[src/rtl/result_bus_if.sv]
`default_nettype none
// ============================================================================
// Module   : result_bus_if
// Function : Result bus that links the execution-unit offers, the arbiter
//            and the writeback consumer.
// Revision : 1.0  initial release
// ============================================================================
interface result_bus_if #(
   parameter int NUM_UNITS   = 8,
   parameter int RS_ID_WIDTH = 5,
   parameter int DATA_WIDTH  = 32
);
   localparam int c_UNIT_W = (NUM_UNITS > 1) ? $clog2(NUM_UNITS) : 1;

   // Unit side: bit/slice k belongs to unit k, and unit 0 is the leftmost bit.
   logic [0:NUM_UNITS-1]             unit_valid;
   logic [0:NUM_UNITS-1]             unit_ready;
   logic [0:NUM_UNITS*RS_ID_WIDTH-1] unit_id;
   logic [0:NUM_UNITS*DATA_WIDTH-1]  unit_result;
   logic [0:NUM_UNITS*4-1]           unit_cr;
   logic [0:NUM_UNITS*3-1]           unit_xer;

   // Writeback side.
   logic                   out_valid;
   logic                   out_ready;
   logic [RS_ID_WIDTH-1:0] out_id;
   logic [DATA_WIDTH-1:0]  out_result;
   logic [3:0]             out_cr;
   logic [2:0]             out_xer;
   logic [c_UNIT_W-1:0]    out_unit;

   modport master (
      input  unit_valid, unit_id, unit_result, unit_cr, unit_xer, out_ready,
      output unit_ready, out_valid, out_id, out_result, out_cr, out_xer, out_unit
   );

   modport slave (
      output unit_valid, unit_id, unit_result, unit_cr, unit_xer, out_ready,
      input  unit_ready, out_valid, out_id, out_result, out_cr, out_xer, out_unit
   );
endinterface
`default_nettype wire

[src/rtl/result_bus_arbiter.sv]
`default_nettype none
// ============================================================================
// Module   : result_bus_arbiter
// Function : Round-robin arbiter that moves one execution-unit result per
//            cycle onto the shared writeback bus through a one-entry stage.
// Revision : 1.0  initial release
// ============================================================================
module result_bus_arbiter #(
   parameter int NUM_UNITS   = 8,
   parameter int RS_ID_WIDTH = 5,
   parameter int DATA_WIDTH  = 32
) (
   input  wire logic     clk,
   input  wire logic     rst,
   result_bus_if.master  bus
);
   localparam int c_UNIT_W = (NUM_UNITS > 1) ? $clog2(NUM_UNITS) : 1;
   localparam logic [c_UNIT_W-1:0] c_LAST_RESET = c_UNIT_W'(NUM_UNITS - 1);

   logic                   r_out_valid;
   logic [RS_ID_WIDTH-1:0] r_out_id;
   logic [DATA_WIDTH-1:0]  r_out_result;
   logic [3:0]             r_out_cr;
   logic [2:0]             r_out_xer;
   logic [c_UNIT_W-1:0]    r_out_unit;
   logic [c_UNIT_W-1:0]    r_last;

   logic                   w_load_en;
   logic                   w_found;
   logic                   w_grant;
   logic [c_UNIT_W-1:0]    w_win;
   logic [0:NUM_UNITS-1]   w_ready;
   logic [RS_ID_WIDTH-1:0] w_sel_id;
   logic [DATA_WIDTH-1:0]  w_sel_result;
   logic [3:0]             w_sel_cr;
   logic [2:0]             w_sel_xer;

   assign w_load_en = ~r_out_valid | bus.out_ready;

   // Walk from last+1 with wrap; the unit at last is visited last.
   always_comb begin
      w_found = 1'b0;
      w_win   = '0;
      for (int i = 1; i <= NUM_UNITS; i++) begin
         int idx;
         idx = (int'(r_last) + i) % NUM_UNITS;
         if (!w_found && bus.unit_valid[c_UNIT_W'(idx)]) begin
            w_found = 1'b1;
            w_win   = c_UNIT_W'(idx);
         end
      end
   end

   // Reset gating keeps a unit from believing a transfer happened while rst is high.
   assign w_grant = w_load_en & w_found & ~rst;

   always_comb begin
      w_ready = '0;
      if (w_grant) begin
         w_ready[w_win] = 1'b1;
      end
   end

   always_comb begin
      w_sel_id     = bus.unit_id[int'(w_win)*RS_ID_WIDTH +: RS_ID_WIDTH];
      w_sel_result = bus.unit_result[int'(w_win)*DATA_WIDTH +: DATA_WIDTH];
      w_sel_cr     = bus.unit_cr[int'(w_win)*4 +: 4];
      w_sel_xer    = bus.unit_xer[int'(w_win)*3 +: 3];
   end

   always_ff @(posedge clk) begin
      if (rst) begin
         r_out_valid  <= 1'b0;
         r_out_id     <= '0;
         r_out_result <= '0;
         r_out_cr     <= '0;
         r_out_xer    <= '0;
         r_out_unit   <= '0;
         r_last       <= c_LAST_RESET;
      end else if (w_load_en) begin
         if (w_found) begin
            r_out_valid  <= 1'b1;
            r_out_id     <= w_sel_id;
            r_out_result <= w_sel_result;
            r_out_cr     <= w_sel_cr;
            r_out_xer    <= w_sel_xer;
            r_out_unit   <= w_win;
            r_last       <= w_win;
         end else begin
            // Data fields keep their last values; only the valid flag drops.
            r_out_valid <= 1'b0;
         end
      end
   end

   assign bus.unit_ready = w_ready;
   assign bus.out_valid  = r_out_valid;
   assign bus.out_id     = r_out_id;
   assign bus.out_result = r_out_result;
   assign bus.out_cr     = r_out_cr;
   assign bus.out_xer    = r_out_xer;
   assign bus.out_unit   = r_out_unit;
endmodule
`default_nettype wire

[src/flat_wrapper.sv]
// flat-port wrapper written by rule: the top's interface ports become plain ports
module result_bus_arbiter_flat 
#(
   parameter int NUM_UNITS   = 8,
   parameter int RS_ID_WIDTH = 5,
   parameter int DATA_WIDTH  = 32
)
  (clk, rst, bus_unit_valid, bus_unit_id, bus_unit_result, bus_unit_cr, bus_unit_xer, bus_out_ready, bus_unit_ready, bus_out_valid, bus_out_id, bus_out_result, bus_out_cr, bus_out_xer, bus_out_unit);
  result_bus_if #(.NUM_UNITS(NUM_UNITS), .RS_ID_WIDTH(RS_ID_WIDTH), .DATA_WIDTH(DATA_WIDTH)) bus_i ();
  input  wire logic clk;
  input  wire logic rst;
  input wire logic [$bits(bus_i.unit_valid)-1:0] bus_unit_valid;
  input wire logic [$bits(bus_i.unit_id)-1:0] bus_unit_id;
  input wire logic [$bits(bus_i.unit_result)-1:0] bus_unit_result;
  input wire logic [$bits(bus_i.unit_cr)-1:0] bus_unit_cr;
  input wire logic [$bits(bus_i.unit_xer)-1:0] bus_unit_xer;
  input wire logic [$bits(bus_i.out_ready)-1:0] bus_out_ready;
  output wire logic [$bits(bus_i.unit_ready)-1:0] bus_unit_ready;
  output wire logic [$bits(bus_i.out_valid)-1:0] bus_out_valid;
  output wire logic [$bits(bus_i.out_id)-1:0] bus_out_id;
  output wire logic [$bits(bus_i.out_result)-1:0] bus_out_result;
  output wire logic [$bits(bus_i.out_cr)-1:0] bus_out_cr;
  output wire logic [$bits(bus_i.out_xer)-1:0] bus_out_xer;
  output wire logic [$bits(bus_i.out_unit)-1:0] bus_out_unit;
  assign bus_i.unit_valid = bus_unit_valid;
  assign bus_i.unit_id = bus_unit_id;
  assign bus_i.unit_result = bus_unit_result;
  assign bus_i.unit_cr = bus_unit_cr;
  assign bus_i.unit_xer = bus_unit_xer;
  assign bus_i.out_ready = bus_out_ready;
  assign bus_unit_ready = bus_i.unit_ready;
  assign bus_out_valid = bus_i.out_valid;
  assign bus_out_id = bus_i.out_id;
  assign bus_out_result = bus_i.out_result;
  assign bus_out_cr = bus_i.out_cr;
  assign bus_out_xer = bus_i.out_xer;
  assign bus_out_unit = bus_i.out_unit;
  result_bus_arbiter #(.NUM_UNITS(NUM_UNITS), .RS_ID_WIDTH(RS_ID_WIDTH), .DATA_WIDTH(DATA_WIDTH)) u_core (.clk(clk), .rst(rst), .bus(bus_i));
endmodule
[config.mk]
export PLATFORM = sky130hd
export DESIGN_NAME = result_bus_arbiter_flat
export DESIGN_NICKNAME = d
export VERILOG_FILES = /design/src/rtl/result_bus_if.sv /design/src/rtl/result_bus_arbiter.sv /design/src/flat_wrapper.sv
export SDC_FILE = /design/constraint.sdc
export NUM_CORES = 1
export LEC_CHECK = 0
export BUFFER_PORTS_ARGS = -buffer_cell sky130_fd_sc_hd__buf_2
export CORE_AREA = 3 3 162 164
export CTS_CLUSTER_SIZE = 8
export DETAILED_ROUTE_END_ITERATION = 8
export DIE_AREA = 0 0 165 167
export HOLD_SLACK_MARGIN = 0.08
export PLACE_DENSITY_LB_ADDON = 0.25
export SLEW_MARGIN = 20
export SYNTH_ARGS = -nofsm -noshare
export SYNTH_HDL_FRONTEND = slang
export SYNTH_SLANG_ARGS = --single-unit
export TNS_END_PERCENT = 20
[constraint.sdc]
create_clock -name clk -period 8.2 [get_ports clk]
set_input_delay 0 -clock clk [delete_from_list [all_inputs] [get_ports clk]]
set_output_delay 0 -clock clk [all_outputs]
set_load 0.02 [all_outputs]
### Word level (Yosys, flattened, before mapping)

Cells that the tools add are included.

* flip-flop bits (word level): 51
* input port bits: 363
* output and inout port bits: 56
* word-level logic and storage cells: 109

* add/subtract/negate cells: 8
* multipliers: 2
* $lt $le $gt $ge: 10
* shift-type cells: 4
* mux-type cells: 44
* bitwise gates (word level): 18
* reductions and logical operators: 16

Operator list (count)
* indexed part select 256 x 32 -> 257 bit: 1
* inverter 32 bit: 2
* indexed part select 40 x 32 -> 41 bit: 1
* indexed part select 32 x 32 -> 33 bit: 1
* >= comparator 3 x 4 -> 1 bit, second input constant: 8
* inverter 5 -> 32 bit: 1
* inverter 8 -> 32 bit: 1
* indexed part select 24 x 32 -> 25 bit: 1
* two-way mux 1 bit: 26
* binary-select mux 1 bit (select 3 bit): 8
* two-way mux 3 bit: 8
* inverter 3 bit: 8
* adder 3 bit, second input constant: 4
* logical AND 1 bit: 8
* two-way mux 8 bit: 1
* zero test 1 bit: 7
* adder 3 x 1 -> 3 bit, second input constant: 2
* adder 3 x 2 -> 3 bit, second input constant: 2
* multiplier 3 x 3 -> 6 bit, second input constant: 1
* multiplier 3 x 2 -> 5 bit, second input constant: 1
* >= comparator 4 bit, second input constant: 1
* < comparator 4 x 1 -> 1 bit, second input constant: 1
* inverter 3 -> 4 bit: 1
* demux 1 bit (select 3 bit): 1
* other kinds (4): 6

### Depth between registers and ports, before layout

* depth in word-level cells: 33
* depth in mapped cells: 24

### Worst setup path after synthesis

OpenSTA, ideal clock, no wires.

* kind: register to register
* from: register u_core.r_last[1]
* to: register u_core.r_out_xer[2] (netlist: u_core.bus.out_xer[2])
* library setup time: 0.079 ns
* data arrival time: 5.983 ns
* data required time: 8.121 ns
* path slack: 2.138 ns
* cell stages (with the launch flop): 22
* path buffers: 8
* period minus slack after synthesis: 6.062 ns
* path through: dfxtp_1 clkbuf_1 buf_2 inv_1 ha_1 buf_4 mux2_2 nor3_2 a221oi_2 nor4_2 or4b_1 o22a_1 buf_6 buf_6 buf_2 clkbuf_1 buf_1 fa_1 xnor2_1 mux4_2 mux4_2 a211oi_2

* cells in the longest elaborated chain, start to end: 30

Ends and longest elaborated chain
* start: declaration: RTL line result_bus_arbiter.sv:26 `logic [c_UNIT_W-1:0] r_last;`
* start signal: assignment: RTL line result_bus_arbiter.sv:79 `r_last <= c_LAST_RESET;`
* start signal: assignment: RTL line result_bus_arbiter.sv:88 `r_last <= w_win;`
* adder 3 x 1 -> 3 bit: RTL line result_bus_arbiter.sv:46 `idx = (int'(r_last) + i) % NUM_UNITS;`
* inverter 3 bit (implied by the code): RTL line result_bus_arbiter.sv:47 `if (!w_found && bus.unit_valid[c_UNIT_W'(idx)]) begin`
* binary-select mux 1 bit (select 3 bit): RTL line result_bus_arbiter.sv:47
* two-way mux 1 bit (implied by the code) (2 in a row): RTL line result_bus_arbiter.sv:47
* two-way mux 1 bit: RTL line result_bus_arbiter.sv:47
* zero test 1 bit: RTL line result_bus_arbiter.sv:47
* logical AND 1 bit: RTL line result_bus_arbiter.sv:47
* two-way mux 1 bit: RTL line result_bus_arbiter.sv:47
* (+13 left out)
* logical AND 1 bit: RTL line result_bus_arbiter.sv:47
* two-way mux 1 bit: RTL line result_bus_arbiter.sv:47
* zero test 1 bit: RTL line result_bus_arbiter.sv:47
* logical AND 1 bit: RTL line result_bus_arbiter.sv:47
* two-way mux 3 bit: RTL line result_bus_arbiter.sv:47
* multiplier 3 x 2 -> 5 bit: RTL line result_bus_arbiter.sv:68 `w_sel_xer = bus.unit_xer[int'(w_win)*3 +: 3];`
* inverter 32 bit (implied by the code): RTL line result_bus_arbiter.sv:68
* indexed part select 24 x 32 -> 25 bit: RTL line result_bus_arbiter.sv:68
* end signal: assignment: RTL line result_bus_arbiter.sv:86 `r_out_xer <= w_sel_xer;`
* end: declaration: RTL line result_bus_arbiter.sv:24 `logic [2:0] r_out_xer;`

Several ways; a longest one is shown, not always the timed one. The select of a mux whose other input is x is not followed.
A chain may end at the register's enable or synchronous reset.

### Worst setup path in the final report

Ends and elaborated chain as after synthesis.

==> metrics.txt <==
# TYPE chip_impl_metric gauge
chip_impl_info{name="result_of_the_run",value="finished, final reports clean"} 1
chip_impl_metric{name="final_nets",unit=""} 1812
chip_impl_metric{name="std_cell_rows",unit=""} 58
chip_impl_metric{name="routed_wirelength",unit="mm"} 32.9
chip_impl_metric{name="syn-num-nets",unit=""} 1476
chip_impl_metric{name="port_buffers",unit=""} 418
chip_impl_metric{name="timing.final.max_slew_violations",unit=""} 0
chip_impl_metric{name="post-route-util",unit="%"} 39.4
chip_impl_metric{name="timing.setup.tns",unit="ns"} 0
chip_impl_info{name="tritoncts_clock_tree",value="built"} 1
chip_impl_metric{name="antenna_violating_nets_post_route",unit=""} 0
chip_impl_metric{name="grt_usage",unit="%"} 22.5
chip_impl_metric{name="routed_via_density",unit=""} 5.42
chip_impl_metric{name="final_min_period_over_clock_period",unit="%"} 77.1
chip_impl_info{name="worst_hold_path.endpoint",value="u_core.bus.out_result[10]"} 1
chip_impl_metric{name="ff2ff_setup_slack",unit="ns"} 1.87
chip_impl_metric{name="drt_first_iter_violations",unit=""} 795
chip_impl_metric{name="synth.avg_cell_area",unit="sq um"} 6.83
chip_impl_metric{name="synth_sequential_area_ratio",unit="%"} 13.6
chip_impl_metric{name="setup-violations-final",unit=""} 0
chip_impl_metric{name="number_of_cts_inserted_buffers",unit=""} 5
chip_impl_metric{name="detailed_place_hpwl",unit="mm"} 25.1
chip_impl_metric{name="first_global_vias",unit=""} 9102
chip_impl_metric{name="core_box_area",unit="sq mm"} 0.0250
chip_impl_metric{name="cts_resized",unit=""} 0
chip_impl_info{name="ctsRootBufferMaster",value="sky130_fd_sc_hd__clkbuf_16"} 1
chip_impl_metric{name="synth_area",unit="sq mm"} 0.00753
chip_impl_metric{name="routed-via-count",unit=""} 9612
chip_impl_metric{name="netlist_instances",unit=""} 1102
chip_impl_metric{name="grt_antenna_before_repair",unit=""} 8
chip_impl_info{name="synthMostInstantiatedCell",value="sky130_fd_sc_hd__nand2_1"} 1
chip_impl_info{name="unrepaired_setup_endpoints_after_global_routing",value="false"} 1
chip_impl_metric{name="routed_wire_length_per_instance",unit="um"} 18.6
chip_impl_metric{name="maxSlewHeadroom",unit="%"} 32.4
chip_impl_metric{name="die_width",unit="um"} 165
chip_impl_metric{name="worst_ep_arrival_time",unit="ns"} 6.54
chip_impl_metric{name="clock_path_buffers",unit=""} 2
chip_impl_info{name="synth_flop_cell",value="sky130_fd_sc_hd__dfxtp_1"} 1
chip_impl_metric{name="hold_depth",unit=""} 5
chip_impl_metric{name="area_delta_synth_final",unit="%"} 31.0
chip_impl_metric{name="synth-seq-cells",unit=""} 51
chip_impl_metric{name="grt_pass1_wl",unit="mm"} 49.8
chip_impl_metric{name="synth_largest_type_area_fraction",unit="%"} 16.7
chip_impl_metric{name="fmax",unit="MHz"} 158
chip_impl_metric{name="clkSinkCount",unit=""} 51
chip_impl_metric{name="critPathMaxFanout",unit=""} 21
chip_impl_metric{name="effective_utilization_at_floorplan",unit="%"} 30.1
chip_impl_metric{name="max_cap_viol_count",unit=""} 0
chip_impl_metric{name="required",unit="ns"} 8.42
chip_impl_info{name="post_synth_most_frequent_cells",value="335 x sky130_fd_sc_hd__nand2_1, 94 x sky130_fd_sc_hd__mux2i_1, 81 x sky130_fd_sc_hd__nor2_1"} 1
chip_impl_metric{name="hold_buffers",unit=""} 1
chip_impl_info{name="hold_start",value="bus_unit_result[170]"} 1
chip_impl_metric{name="area.sequential",unit="sq mm"} 0.00102
chip_impl_metric{name="synth_async_sr_flop_share",unit="%"} 0
chip_impl_metric{name="post-cts-setup-buffer-count",unit=""} 0
chip_impl_info{name="r2r-end",value="u_core.bus.out_xer[2]"} 1
chip_impl_metric{name="fillerInstances",unit=""} 2746
chip_impl_metric{name="drt_pass1_iterations",unit=""} 5
chip_impl_metric{name="report.final.hold_viol_count",unit=""} 0
chip_impl_metric{name="multiInputGateArea",unit="sq mm"} 0.00598
chip_impl_info{name="synth_top_cell_by_area",value="sky130_fd_sc_hd__nand2_1"} 1
chip_impl_info{name="rr_startpoint",value="u_core.r_last[1]"} 1
chip_impl_metric{name="synth_edf_count",unit=""} 0
chip_impl_info{name="criticalPathCategory",value="reg -> reg"} 1
chip_impl_info{name="yosys-top-cells-area",value="sky130_fd_sc_hd__nand2_1 17%, sky130_fd_sc_hd__dfxtp_1 14%, sky130_fd_sc_hd__mux2i_1 12%, sky130_fd_sc_hd__a311oi_1 8.7%, sky130_fd_sc_hd__mux4_2 8.4%"} 1
chip_impl_metric{name="finalCriticalPeriod",unit="ns"} 6.33
chip_impl_metric{name="synth_cell_types",unit=""} 72
chip_impl_metric{name="r2r.worst_path.cells",unit=""} 15
chip_impl_metric{name="max_slew.worst_pin.slew",unit="ns"} 1.01
chip_impl_metric{name="grt_start_max_net_pins",unit=""} 97
chip_impl_info{name="min_path_type",value="in -> reg"} 1
chip_impl_metric{name="globalplace.congestion",unit=""} 0.900
chip_impl_metric{name="final_layout_size_suffix_gt1_share",unit="%"} 34.7
chip_impl_metric{name="floorplan.die_area",unit="sq mm"} 0.0276
chip_impl_metric{name="drc",unit=""} 0
chip_impl_metric{name="synth-warning-count",unit=""} 0
chip_impl_info{name="worst_setup_path_end_kind",value="flop"} 1
chip_impl_metric{name="worstSkewPairLatency",unit="ns"} 0.30
chip_impl_metric{name="ios",unit=""} 419
chip_impl_metric{name="remaining_overflow_grt",unit=""} 0
chip_impl_metric{name="cts.clk_slew.worst_paths",unit="ns"} 0.08
chip_impl_metric{name="die_height",unit="um"} 167
chip_impl_metric{name="fin_skew",unit="ns"} 0.00940
chip_impl_info{name="crit_path_start_kind",value="flop"} 1
chip_impl_metric{name="cts_max_level",unit=""} 2
==> metrics by stage <==
| step | setup WS (ns) | cells | hold slack, ns | area [sq um] |
|---|---|---|---|---|
| after floorplan | 2.14 | 1102 | 0.224 | 7530 |
| after CTS | 1.92 | 1769 | 0.111 | 9850 |
| after detailed placement | 1.93 | 1760 | 0.370 | 9700 |
| after global placement | 2.02 | 1760 | 0.358 | 9700 |
| after global routing | 1.52 | 1771 | 0.141 | 9860 |
| final | 1.87 | 1773 | 0.117 | 9860 |
==> per-layer routing <==
layer / global-route usage (%) / wire length [um]
met1: 28.4 / 13400
met2: 38.4 / 16100
met4: 6.75 / 813
met3: 4.63 / 2590
met5: 0 / 27
==> critical path, cell delays in order (launching register included) <==
cell and delay (ns):
sky130_fd_sc_hd__dfxtp_1 0.80, sky130_fd_sc_hd__inv_1 0.19, sky130_fd_sc_hd__ha_1 0.62, sky130_fd_sc_hd__mux2_2 0.40, sky130_fd_sc_hd__mux2i_1 0.23, sky130_fd_sc_hd__a221oi_2 0.14
sky130_fd_sc_hd__nor4_2 0.58, sky130_fd_sc_hd__or4b_1 0.51, sky130_fd_sc_hd__o22a_4 0.30, sky130_fd_sc_hd__nor2_1 0.19, sky130_fd_sc_hd__inv_1 0.11, sky130_fd_sc_hd__fa_1 0.38
sky130_fd_sc_hd__xnor2_1 0.69, sky130_fd_sc_hd__mux4_2 0.41, sky130_fd_sc_hd__mux4_2 0.49, sky130_fd_sc_hd__a211oi_2 0.21
==> flip-flops by register name (all words and copies together), names as in the netlist <==
| register | count |
|---|---|
| u_core.bus.out_valid | 1 |
| u_core.bus.out_result | 32 |
| u_core.r_last | 3 |
| u_core.bus.out_unit | 3 |
| u_core.bus.out_id | 5 |
| u_core.bus.out_xer | 3 |
| u_core.bus.out_cr | 4 |
==> worst max path at each step <==
stage	startpoint	to	slack, ns	depth (start not counted)
after detailed placement	u_core.r_last[1]	u_core.bus.out_xer[2]	1.93	15
after global routing	u_core.r_last[1]	u_core.bus.out_xer[2]	1.52	15
after CTS	u_core.r_last[1]	u_core.bus.out_xer[2]	1.92	15
after global placement	u_core.r_last[1]	u_core.bus.out_xer[2]	2.02	15
final	u_core.r_last[1]	u_core.bus.out_xer[2]	1.87	15
after floorplan	u_core.r_last[1]	u_core.bus.out_xer[2]	2.14	21
==> cell families (layout without fill, tap and decap cells) <==
logic type,Yosys count,count (layout),share of synthesized area [%]
AOI/OAI and AO/OA,168,168,18.0
xor gates and xnor gates,8,8,1.03
adders and majority gates,11,11,1.93
buffers and inverters,119,456,7.44
DFF,51,51,13.6
muxes,137,137,23.1
other,0,4,0
and+or+nand+nor,608,608,34.9
==> cell type report <==
type,count,area share [%]
Multi-Input combinational cell,932,60.7
Clock buffer,5,1.27
Tap cell,330,4.19
Sequential cell,51,10.4
Timing Repair Buffer,434,22.6
Antenna cell,4,0.102
Clock inverter,3,0.203
Inverter,14,0.609
==> placed cells by master, fill, tap and decap left out, types with 3 or more instances in the layout <==
cell                        netlist  routed
sky130_fd_sc_hd__buf_4            4      14
sky130_fd_sc_hd__nor2b_1          8       7
sky130_fd_sc_hd__o21ai_1          5       4
sky130_fd_sc_hd__a2111oi_0        3       3
sky130_fd_sc_hd__a22oi_1          4       4
sky130_fd_sc_hd__o211ai_1         5       5
sky130_fd_sc_hd__a21oi_1         12      12
sky130_fd_sc_hd__xnor2_1          5       5
sky130_fd_sc_hd__inv_1           12      12
sky130_fd_sc_hd__and3_1          39      39
sky130_fd_sc_hd__clkbuf_16        0       5
sky130_fd_sc_hd__a31oi_1          5       5
sky130_fd_sc_hd__buf_2           23     418
sky130_fd_sc_hd__o21bai_1         3       3
sky130_fd_sc_hd__ha_1            10      10
sky130_fd_sc_hd__a211oi_1         5       5
sky130_fd_sc_hd__mux2_2          14      14
sky130_fd_sc_hd__nand2_1        335     335
sky130_fd_sc_hd__mux2i_1         94      94
sky130_fd_sc_hd__o22ai_1          5       5
sky130_fd_sc_hd__and2_1           4       4
sky130_fd_sc_hd__a311oi_1        75      75
sky130_fd_sc_hd__o21ai_0         10      10
sky130_fd_sc_hd__diode_2          0       4
sky130_fd_sc_hd__nor3_1          50      50
sky130_fd_sc_hd__o221ai_1         4       4
sky130_fd_sc_hd__dfxtp_1         51      51
sky130_fd_sc_hd__nand3_1         77      77
sky130_fd_sc_hd__nor2_1          81      81
sky130_fd_sc_hd__mux4_2          28      28
sky130_fd_sc_hd__a32oi_1          4       4
Power is not shown: default switching activity piles up to over one toggle a cycle in this logic, so the estimate is an artifact.
